**src/rtl/pipeline_hazard_ctrl_if.sv**
```systemverilog
// Decode-stage hazard interface: decode-side instruction attributes in, pipeline
// enables and scoreboard status out. The master drives decode fields, the slave is the controller.
interface pipeline_hazard_ctrl_if;
    logic        id_valid;
    logic [4:0]  id_rs;
    logic [4:0]  id_rt;
    logic        id_useRs;
    logic        id_useRt;
    logic        id_ifWriteRegsFile;
    logic [4:0]  id_writeAddr;
    logic        id_shouldJumpOrBranch;
    logic        MIO_ready;
    logic        pcWrite;
    logic        ifIdWrite;
    logic        ifIdFlush;
    logic        idExBubble;
    logic        pipeFreeze;
    logic        shouldStall;
    logic [31:0] busyMask;
    logic [15:0] stallCount;

    // Level-based control: no valid/ready handshake. Every output is a
    // combinational function of the current inputs and the scoreboard state.
    modport master (
        output id_valid, id_rs, id_rt, id_useRs, id_useRt, id_ifWriteRegsFile,
               id_writeAddr, id_shouldJumpOrBranch, MIO_ready,
        input  pcWrite, ifIdWrite, ifIdFlush, idExBubble, pipeFreeze,
               shouldStall, busyMask, stallCount
    );
    modport slave (
        input  id_valid, id_rs, id_rt, id_useRs, id_useRt, id_ifWriteRegsFile,
               id_writeAddr, id_shouldJumpOrBranch, MIO_ready,
        output pcWrite, ifIdWrite, ifIdFlush, idExBubble, pipeFreeze,
               shouldStall, busyMask, stallCount
    );
endinterface

```
**src/rtl/pipeline_hazard_ctrl.sv**
```systemverilog
// Scoreboard hazard/stall controller: per-register countdowns of in-flight writes,
// stall/bubble/flush generation and a global freeze while memory/I/O is not ready.
module pipeline_hazard_ctrl #(
    parameter int WB_DISTANCE = 3,
    parameter int CNT_W       = 3
) (
    input  logic                  clk,
    input  logic                  rst,
    pipeline_hazard_ctrl_if.slave hz
);
    localparam logic [CNT_W-1:0] LOAD = CNT_W'(WB_DISTANCE);

    logic [CNT_W-1:0] cnt [1:31];
    logic [31:0]      busy;
    logic [15:0]      stall_cnt;
    logic             rs_busy;
    logic             rt_busy;
    logic             hazard;
    logic             freeze;
    logic             issue;

    always_comb begin
        busy = '0;
        for (int r = 1; r < 32; r++) begin
            busy[r] = (cnt[r] != '0);
        end
    end

    // busy[0] is hard-wired low, so reads of $0 can never raise a hazard.
    assign rs_busy = hz.id_useRs & (hz.id_rs != 5'd0) & busy[hz.id_rs];
    assign rt_busy = hz.id_useRt & (hz.id_rt != 5'd0) & busy[hz.id_rt];
    assign hazard  = ~rst & hz.id_valid & (rs_busy | rt_busy);
    assign freeze  = ~rst & ~hz.MIO_ready;
    assign issue   = ~rst & hz.id_valid & ~hazard & ~freeze;

    assign hz.pipeFreeze  = freeze;
    assign hz.shouldStall = hazard;
    assign hz.pcWrite     = ~rst & ~freeze & ~hazard;
    assign hz.ifIdWrite   = ~rst & ~freeze & ~hazard;
    assign hz.idExBubble  = rst | (~freeze & (hazard | ~hz.id_valid));
    assign hz.ifIdFlush   = issue & hz.id_shouldJumpOrBranch;
    assign hz.busyMask    = busy;
    assign hz.stallCount  = stall_cnt;

    always_ff @(posedge clk) begin
        if (rst) begin
            for (int r = 1; r < 32; r++) begin
                cnt[r] <= '0;
            end
            stall_cnt <= '0;
        end else if (!freeze) begin
            // A fresh writer reloads its counter even if an older write is pending.
            for (int r = 1; r < 32; r++) begin
                if (issue && hz.id_ifWriteRegsFile && (hz.id_writeAddr == 5'(r))) begin
                    cnt[r] <= LOAD;
                end else if (cnt[r] != '0) begin
                    cnt[r] <= cnt[r] - CNT_W'(1);
                end
            end
            if (hazard && (stall_cnt != 16'hFFFF)) begin
                stall_cnt <= stall_cnt + 16'd1;
            end
        end
    end
endmodule

```
**src/flat_wrapper.sv**
```systemverilog
// flat-port wrapper written by rule: the top's interface ports become plain ports
module pipeline_hazard_ctrl_flat 
#(
    parameter int WB_DISTANCE = 3,
    parameter int CNT_W       = 3
)
  (clk, rst, hz_id_valid, hz_id_rs, hz_id_rt, hz_id_useRs, hz_id_useRt, hz_id_ifWriteRegsFile, hz_id_writeAddr, hz_id_shouldJumpOrBranch, hz_MIO_ready, hz_pcWrite, hz_ifIdWrite, hz_ifIdFlush, hz_idExBubble, hz_pipeFreeze, hz_shouldStall, hz_busyMask, hz_stallCount);
  pipeline_hazard_ctrl_if hz_i ();
  input  logic clk;
  input  logic rst;
  input wire logic [$bits(hz_i.id_valid)-1:0] hz_id_valid;
  input wire logic [$bits(hz_i.id_rs)-1:0] hz_id_rs;
  input wire logic [$bits(hz_i.id_rt)-1:0] hz_id_rt;
  input wire logic [$bits(hz_i.id_useRs)-1:0] hz_id_useRs;
  input wire logic [$bits(hz_i.id_useRt)-1:0] hz_id_useRt;
  input wire logic [$bits(hz_i.id_ifWriteRegsFile)-1:0] hz_id_ifWriteRegsFile;
  input wire logic [$bits(hz_i.id_writeAddr)-1:0] hz_id_writeAddr;
  input wire logic [$bits(hz_i.id_shouldJumpOrBranch)-1:0] hz_id_shouldJumpOrBranch;
  input wire logic [$bits(hz_i.MIO_ready)-1:0] hz_MIO_ready;
  output wire logic [$bits(hz_i.pcWrite)-1:0] hz_pcWrite;
  output wire logic [$bits(hz_i.ifIdWrite)-1:0] hz_ifIdWrite;
  output wire logic [$bits(hz_i.ifIdFlush)-1:0] hz_ifIdFlush;
  output wire logic [$bits(hz_i.idExBubble)-1:0] hz_idExBubble;
  output wire logic [$bits(hz_i.pipeFreeze)-1:0] hz_pipeFreeze;
  output wire logic [$bits(hz_i.shouldStall)-1:0] hz_shouldStall;
  output wire logic [$bits(hz_i.busyMask)-1:0] hz_busyMask;
  output wire logic [$bits(hz_i.stallCount)-1:0] hz_stallCount;
  assign hz_i.id_valid = hz_id_valid;
  assign hz_i.id_rs = hz_id_rs;
  assign hz_i.id_rt = hz_id_rt;
  assign hz_i.id_useRs = hz_id_useRs;
  assign hz_i.id_useRt = hz_id_useRt;
  assign hz_i.id_ifWriteRegsFile = hz_id_ifWriteRegsFile;
  assign hz_i.id_writeAddr = hz_id_writeAddr;
  assign hz_i.id_shouldJumpOrBranch = hz_id_shouldJumpOrBranch;
  assign hz_i.MIO_ready = hz_MIO_ready;
  assign hz_pcWrite = hz_i.pcWrite;
  assign hz_ifIdWrite = hz_i.ifIdWrite;
  assign hz_ifIdFlush = hz_i.ifIdFlush;
  assign hz_idExBubble = hz_i.idExBubble;
  assign hz_pipeFreeze = hz_i.pipeFreeze;
  assign hz_shouldStall = hz_i.shouldStall;
  assign hz_busyMask = hz_i.busyMask;
  assign hz_stallCount = hz_i.stallCount;
  pipeline_hazard_ctrl #(.WB_DISTANCE(WB_DISTANCE), .CNT_W(CNT_W)) u_core (.clk(clk), .rst(rst), .hz(hz_i));
endmodule
```
**config.mk**
```make
export PLATFORM = sky130hd
export DESIGN_NAME = pipeline_hazard_ctrl_flat
export DESIGN_NICKNAME = d
export VERILOG_FILES = /design/src/rtl/pipeline_hazard_ctrl_if.sv /design/src/rtl/pipeline_hazard_ctrl.sv /design/src/flat_wrapper.sv
export SDC_FILE = /design/constraint.sdc
export NUM_CORES = 1
export LEC_CHECK = 0
export CAP_MARGIN = 20
export CORE_MARGIN = 2
export CORE_UTILIZATION = 26
export DETAILED_ROUTE_END_ITERATION = 6
export PLACE_DENSITY = 0.53
export SKIP_CTS_REPAIR_TIMING = 1
export SYNTH_ARGS = -nofsm -noshare
export SYNTH_HDL_FRONTEND = slang
export SYNTH_SLANG_ARGS = --single-unit
```
**constraint.sdc**
```tcl
create_clock -name clk -period 9.6 [get_ports clk]
set_clock_uncertainty 0.05 [all_clocks]
set_input_delay 1.44 -clock clk [delete_from_list [all_inputs] [get_ports clk]]
set_output_delay 1.44 -clock clk [all_outputs]
set_load 0.01 [all_outputs]
```
---- Word-level counts from Yosys, hierarchy flattened ----
Memory sizes are Yosys's and may differ from the RTL's.
Cells that the tools add are included.
operators by class
  add/sub/neg operators ................... 32
  multiply operators ...................... 0
  divide/modulo/power cells ............... 0
  magnitude comparators ................... 2
  equality and inequality tests ........... 32
  shift-type cells ........................ 0
  muxes and demuxes ....................... 347
  bitwise operators ....................... 83
  reduce and logical (&&, ||, !) cells .... 67
operators by type and width
  operator                                                    count
  two-way mux 1 bit                                           283
  two-way mux 3 bit                                           62
  nonzero test 3 bit                                          31
  subtractor 3 x 1 -> 3 bit, second input constant            31
  equality test 5 bit, second input constant                  16
  bitwise OR 1 bit                                            65
  equality test 5 x 4 -> 1 bit, second input constant         8
  logical AND 1 bit                                           33
  equality test 5 x 3 -> 1 bit, second input constant         4
  adder 16 x 1 -> 16 bit, second input constant               1
  != test 16 bit, second input constant                       1
  bitwise AND 1 bit                                           13
  less-than comparator 5 x 6 -> 1 bit, second input constant  2
  binary-select mux 1 bit (select 5 bit)                      2
  equality test 5 x 2 -> 1 bit, second input constant         2
  nonzero test 5 bit                                          2
  equality test 5 x 1 -> 1 bit, second input constant         1
  NOT 1 bit                                                   5
  AND reduction 2 bit                                         1
storage, ports and cells
  register bits after elaboration ......... 16
  bits in latches ......................... 0
  RAM bits ................................ 93
  bits in read-only memories .............. 0
  input bits .............................. 23
  output and inout bits ................... 54
  word-level logic and storage cells ...... 565
  memories kept ........................... 1
memories
  name        depth  bits a word  read ports  clocked after memory_dff  wr ports  line                        source
  u_core.cnt  31     3            31          0                         31        pipeline_hazard_ctrl.sv:13  logic [CNT_W-1:0] cnt [1:31];

---- Depth between registers and ports, before layout ----
An unclocked memory read counts as a cell.
  word-level depth ........................ 18
  gate-level depth with buffers ........... 14
  gate-level depth less buffers ........... 10

---- Worst setup path after synthesis ----
OpenSTA, ideal clock, no wires.
  kind .................................... input -> output
  start ................................... input hz_id_rt[1]
  end ..................................... output hz_pcWrite
  arrival ................................. 3,655 ps
  data required time ...................... 8,110 ps
  path slack .............................. 4,455 ps
  stages on the path ...................... 11
  path buffers ............................ 4
  cells stage by stage .................... clkbuf_1 > mux4_2 > mux2i_1 > mux2i_1 > and3b_1 > buf_1 > or2_1 > buf_6 > and2_1 > nor2_1 > buf_4
between the ends
  longest elaborated chain between the ends .. 7
  elaborated cells on any way between the ends .. 9
  those cells by class .................... mux: 2; bitwise: 6; reduce/logical: 1
RTL lines
  item                                                                          line                        source
  start: declaration                                                            flat_wrapper.sv:13          input wire logic [$bits(hz_i.id_rt)-1:0] hz_id_rt;
  binary-select mux 1 bit (select 5 bit) or nonzero test 5 bit (tied branches)  pipeline_hazard_ctrl.sv:31  assign rt_busy = hz.id_useRt & (hz.id_rt != 5'd0) & busy[hz.id_rt];
  two-way mux 1 bit (implied by the code) or bitwise AND 1 bit (tied branches)  pipeline_hazard_ctrl.sv:31
  bitwise AND 1 bit (*)                                                         pipeline_hazard_ctrl.sv:31
  bitwise OR 1 bit (*)                                                          pipeline_hazard_ctrl.sv:32  assign hazard = ~rst & hz.id_valid & (rs_busy | rt_busy);
  bitwise AND 1 bit (*)                                                         pipeline_hazard_ctrl.sv:32
  via hz_shouldStall                                                            flat_wrapper.sv:25          output wire logic [$bits(hz_i.shouldStall)-1:0] hz_shouldStall;
  NOT 1 bit (*)                                                                 n/a
  bitwise AND 1 bit (*)                                                         n/a
  end: declaration                                                              flat_wrapper.sv:20          output wire logic [$bits(hz_i.pcWrite)-1:0] hz_pcWrite;
The timed path passes the listed nets; every way through them passes the cells marked *. The select of a mux whose other input is x is not followed.

---- Final worst setup path ----
  start ................................... input hz_id_rs[0]
  end ..................................... output hz_idExBubble
between the ends
  longest elaborated chain between the ends .. 8
  elaborated cells on any way between the ends .. 10
  those cells by class .................... mux: 2; bitwise: 7; reduce/logical: 1
RTL lines
  item                                                                          line                        source
  start: declaration                                                            flat_wrapper.sv:12          input wire logic [$bits(hz_i.id_rs)-1:0] hz_id_rs;
  binary-select mux 1 bit (select 5 bit) or nonzero test 5 bit (tied branches)  pipeline_hazard_ctrl.sv:30  assign rs_busy = hz.id_useRs & (hz.id_rs != 5'd0) & busy[hz.id_rs];
  two-way mux 1 bit (implied by the code) or bitwise AND 1 bit (tied branches)  pipeline_hazard_ctrl.sv:30
  bitwise AND 1 bit (*)                                                         pipeline_hazard_ctrl.sv:30
  bitwise OR 1 bit (*)                                                          pipeline_hazard_ctrl.sv:32
  bitwise AND 1 bit (*)                                                         pipeline_hazard_ctrl.sv:32
  bitwise OR 1 bit (*)                                                          pipeline_hazard_ctrl.sv:40  assign hz.idExBubble = rst | (~freeze & (hazard | ~hz.id_valid));
  bitwise AND 1 bit (*)                                                         pipeline_hazard_ctrl.sv:40
  bitwise OR 1 bit (*)                                                          pipeline_hazard_ctrl.sv:40
  end: declaration                                                              flat_wrapper.sv:23          output wire logic [$bits(hz_i.idExBubble)-1:0] hz_idExBubble;
Mark *: on every way between the ends. The rest lies on a longest branch, timed or not. The select of a mux whose other input is x is not followed.

==> results.yml <==
status:
  outcome: "complete, no violations"
drt:
  dr.pass1.iters: 4
  route.met2.wl_microns: 9356
  remaining_drc_errors: 0
  avgViaCountPerCell: 4.870
  highest_layer: "met4"
  post_drt_wl_per_cell_microns: 17.07
  wirelength_microns: 19530
  drtIter0Drc: 361
  antenna_left: 0
  route.vias.total: 5571
  wl_met3_microns: 844
  wl_met1_microns: 8839
timing:
  tns_ns: 0
  hold_viol_final: 0
  setup_ws_ns: 3.123
  max_slew.worst_pin.slew_ns: 0.9562
  rsz0062_at_grt: "false"
  max_freq_mhz: 154.4
  finalMaxSlewViolations: 0
  finalSetupViolCount: 0
  min_period_over_period: 0.6747
  slew_headroom: 0.3591
  min_period_ns: 6.477
worst_setup_path:
  cp.depth: 9
  cp_data_arrival_time_ns: 4.99
  critical-path-max-stage-delay_ns: 0.84
  critPathBufInv: 3
  crit_chain: "clkdlybuf4s50_1 > mux4_2 > or3b_1 > o311ai_2 > o2111ai_2 > nor2_1 > buf_4 > a21oi_1 > clkdlybuf4s50_1"
  crit_path_frequent_cell: "clkdlybuf4s50_1"
  cpMaxStageDelayCell: "clkdlybuf4s50_1"
  critPathRequiredTime_ns: 8.11
  cp-start-kind: "input port"
  r2r_slack_ns: 5.27
  criticalPathCategory: "in -> out"
  reg2reg_depth: 10
  r2r_end: "u_core.cnt[0][25]"
  r2r-start: "u_core.cnt[1][30]"
  cp-end-kind: "output pin"
  path_max_fanout: 19
  cp_top_family: "buffers and inverters"
hold_path:
  hold_path_end: "u_core.hz.stallCount[11]"
  hp-class: "reg -> reg"
  hold_start: "u_core.hz.stallCount[11]"
  min_path_cells: 2
power:
  p_leak_nw: 3.120
  powerDensity_mw_per_mm2: 158.5
  vdd_drop_max_v: 0.00007942
cts:
  tritoncts: "done"
  cts_buffers: 9
  clockRootBuffer: "clkbuf_16"
  ctsHtreeMaxLevel: 3
  clkTransAtPathRegs_ns: 0.07
  clkLatencyLatePin_ns: 0.36
  clkSinkCount: 109
  clk_path_buf_depth: 2
global_route:
  first_global_vias: 5289
  grt_use_total: 0.1337
  grt_start_max_net_pins: 50
  grt_overflow: 0
  antenna_found_initial: 1
  grt_pass1_wl_microns: 29880
logic_synthesis:
  ys_ff_latch: 109
  syn_inst: 711
  synth_top_area_cell: "edfxtp_1"
  synth_commonest_cells: "93 x edfxtp_1, 67 x inv_1, 63 x ha_1"
  synthArstFlopShare: 0
  syn_area_sq_mm: 0.007271
  synth_most_common_cell: "edfxtp_1"
  synth_flop_cell: "edfxtp_1"
  syn_nets: 797
  synth_area_leaders: "edfxtp_1 38%, ha_1 11%, dfxtp_1 4.4%, o22ai_1 4.2%, mux4_2 4.0%"
  synth_top_area_share: 0.3841
  yosys_warnings: 0
  yosysSeqAreaShare: 0.4282
  netlist-cell-type-count: 56
  synth_area_per_cell_sq_um: 10.23
  synth_edf_count: 93
die:
  core_sq_mm: 0.02763
  die_y_microns: 171.2
  core.rowCount: 61
  fp.dieW_microns: 171.2
  die_area_sq_mm: 0.02932
  io-pin-count: 77
  start_util: 0.2632
placed_design:
  numPortBuffers: 75
  hpwl_microns: 14230
  place_congestion: 0.8411
  dp_slack_ns: 3.136
  dp_cells: 1127
flow_run:
  cap_violations: 0
final_layout:
  fin_nets: 846
  syn_to_final_growth_pct: 18.74
  drive_gt1_frac: 0.07712
  final_cells: 1144
[registers in the layout, summed over array words and instances (netlist names)]
name,count
u_core.cnt,93
u_core.hz.stallCount,16
[worst min-delay path, delay by kind of cell, from the launching register on]
| kind | cells | cell delay [ns] |
|---|---|---|
| DFF | 1 | 0.35 |
| AOI/OAI and AO/OA | 1 | 0.05 |
| and+or+nand+nor | 1 | 0.07 |
[cell families after synthesis]
| family | count (synthesis) | share of synthesized area |
|---|---|---|
| AOI/OAI and AO/OA | 175 | 0.1525 |
| xor gates and xnor gates | 30 | 0.03614 |
| other | 1 | 0.0005158 |
| DFF | 109 | 0.4282 |
| and+or+nand+nor | 198 | 0.1526 |
| buffers and inverters | 109 | 0.06281 |
| muxes | 26 | 0.05885 |
| adders and majority gates | 63 | 0.1084 |
[where the power goes]
part           internal, W  total, W  switching (W)
Sequential        0.000576  0.000599      0.0000221
Clock             0.000209  0.000382       0.000172
Combinational     0.000173  0.000388       0.000215
Total             0.000959   0.00137       0.000410
[final cells by class]
class	count	area (sq um)
Antenna cell	1	2.502
Clock buffer	11	242.7
Clock inverter	5	53.80
Fill cell	2895	19000
Inverter	67	251.5
Multi-Input combinational cell	493	3714
Sequential cell	109	3113
Tap cell	378	473.0
Timing Repair Buffer	80	783.3
[routing by layer]
layer	GRT usage	up-vias
met3	0.02439	29
li1	-	2687
met1	0.1742	2739
met2	0.2212	116
met4	0.05011	0
met5	0	-
[how the worst max path moves through the flow]
stage | end | from | slack, ns
after floorplan | hz_pcWrite | hz_id_rt[1] | 4.46
after global placement | hz_idExBubble | hz_id_rs[0] | 3.18
after detailed placement | hz_idExBubble | hz_id_rs[0] | 3.14
after CTS | hz_idExBubble | hz_id_rs[0] | 3.13
after global routing | hz_idExBubble | hz_id_rs[0] | 2.87
final | hz_idExBubble | hz_id_rs[0] | 3.12
[cell usage in the layout, fill, tap and decap left out, types with 4 or more instances in the layout]
cell             Yosys  final
edfxtp_1            93     93
a21oi_1             36     36
mux2_2               4      4
buf_4                2      5
xnor2_1             27     27
nand2b_4             8      8
inv_1               67     67
o311ai_0             4      4
nor2_1              25     25
nor4_1               4      4
ha_1                63     63
dfxtp_1             16     16
o21a_1               7      7
nand2b_1            25     25
clkbuf_16            0      9
o41ai_1              4      4
mux4_2              13     13
nand3_1             12     12
o21ai_0             36     36
clkdlybuf4s50_1      0     74
and3_1               7      7
mux2i_1              9      9
and2_1               4      4
a211oi_1            17     17
nand2_1             56     56
nor3_1               6      4
o211ai_1             6      6
nor3b_1             12     12
or2_2                4      4
nor2b_1             13     12
o22ai_1             49     49
nand4_1              7      7
nand3b_1             4      4
or3_1                5      5
[metrics by stage]
stage	util	area [sq um]	hold WS [ns]	power [W]
detailed placement	0.3016	8334	0.4523	0.0009984
finish	0.3125	8633	0.4724	0.001369
global route	0.3125	8633	0.5095	0.001447
floorplan	-	7271	0.4613	0.0008592
global placement	0.3016	8334	0.4542	0.0009954
CTS	0.3124	8631	0.4710	0.001385
Power figures use the tool's default switching activity.
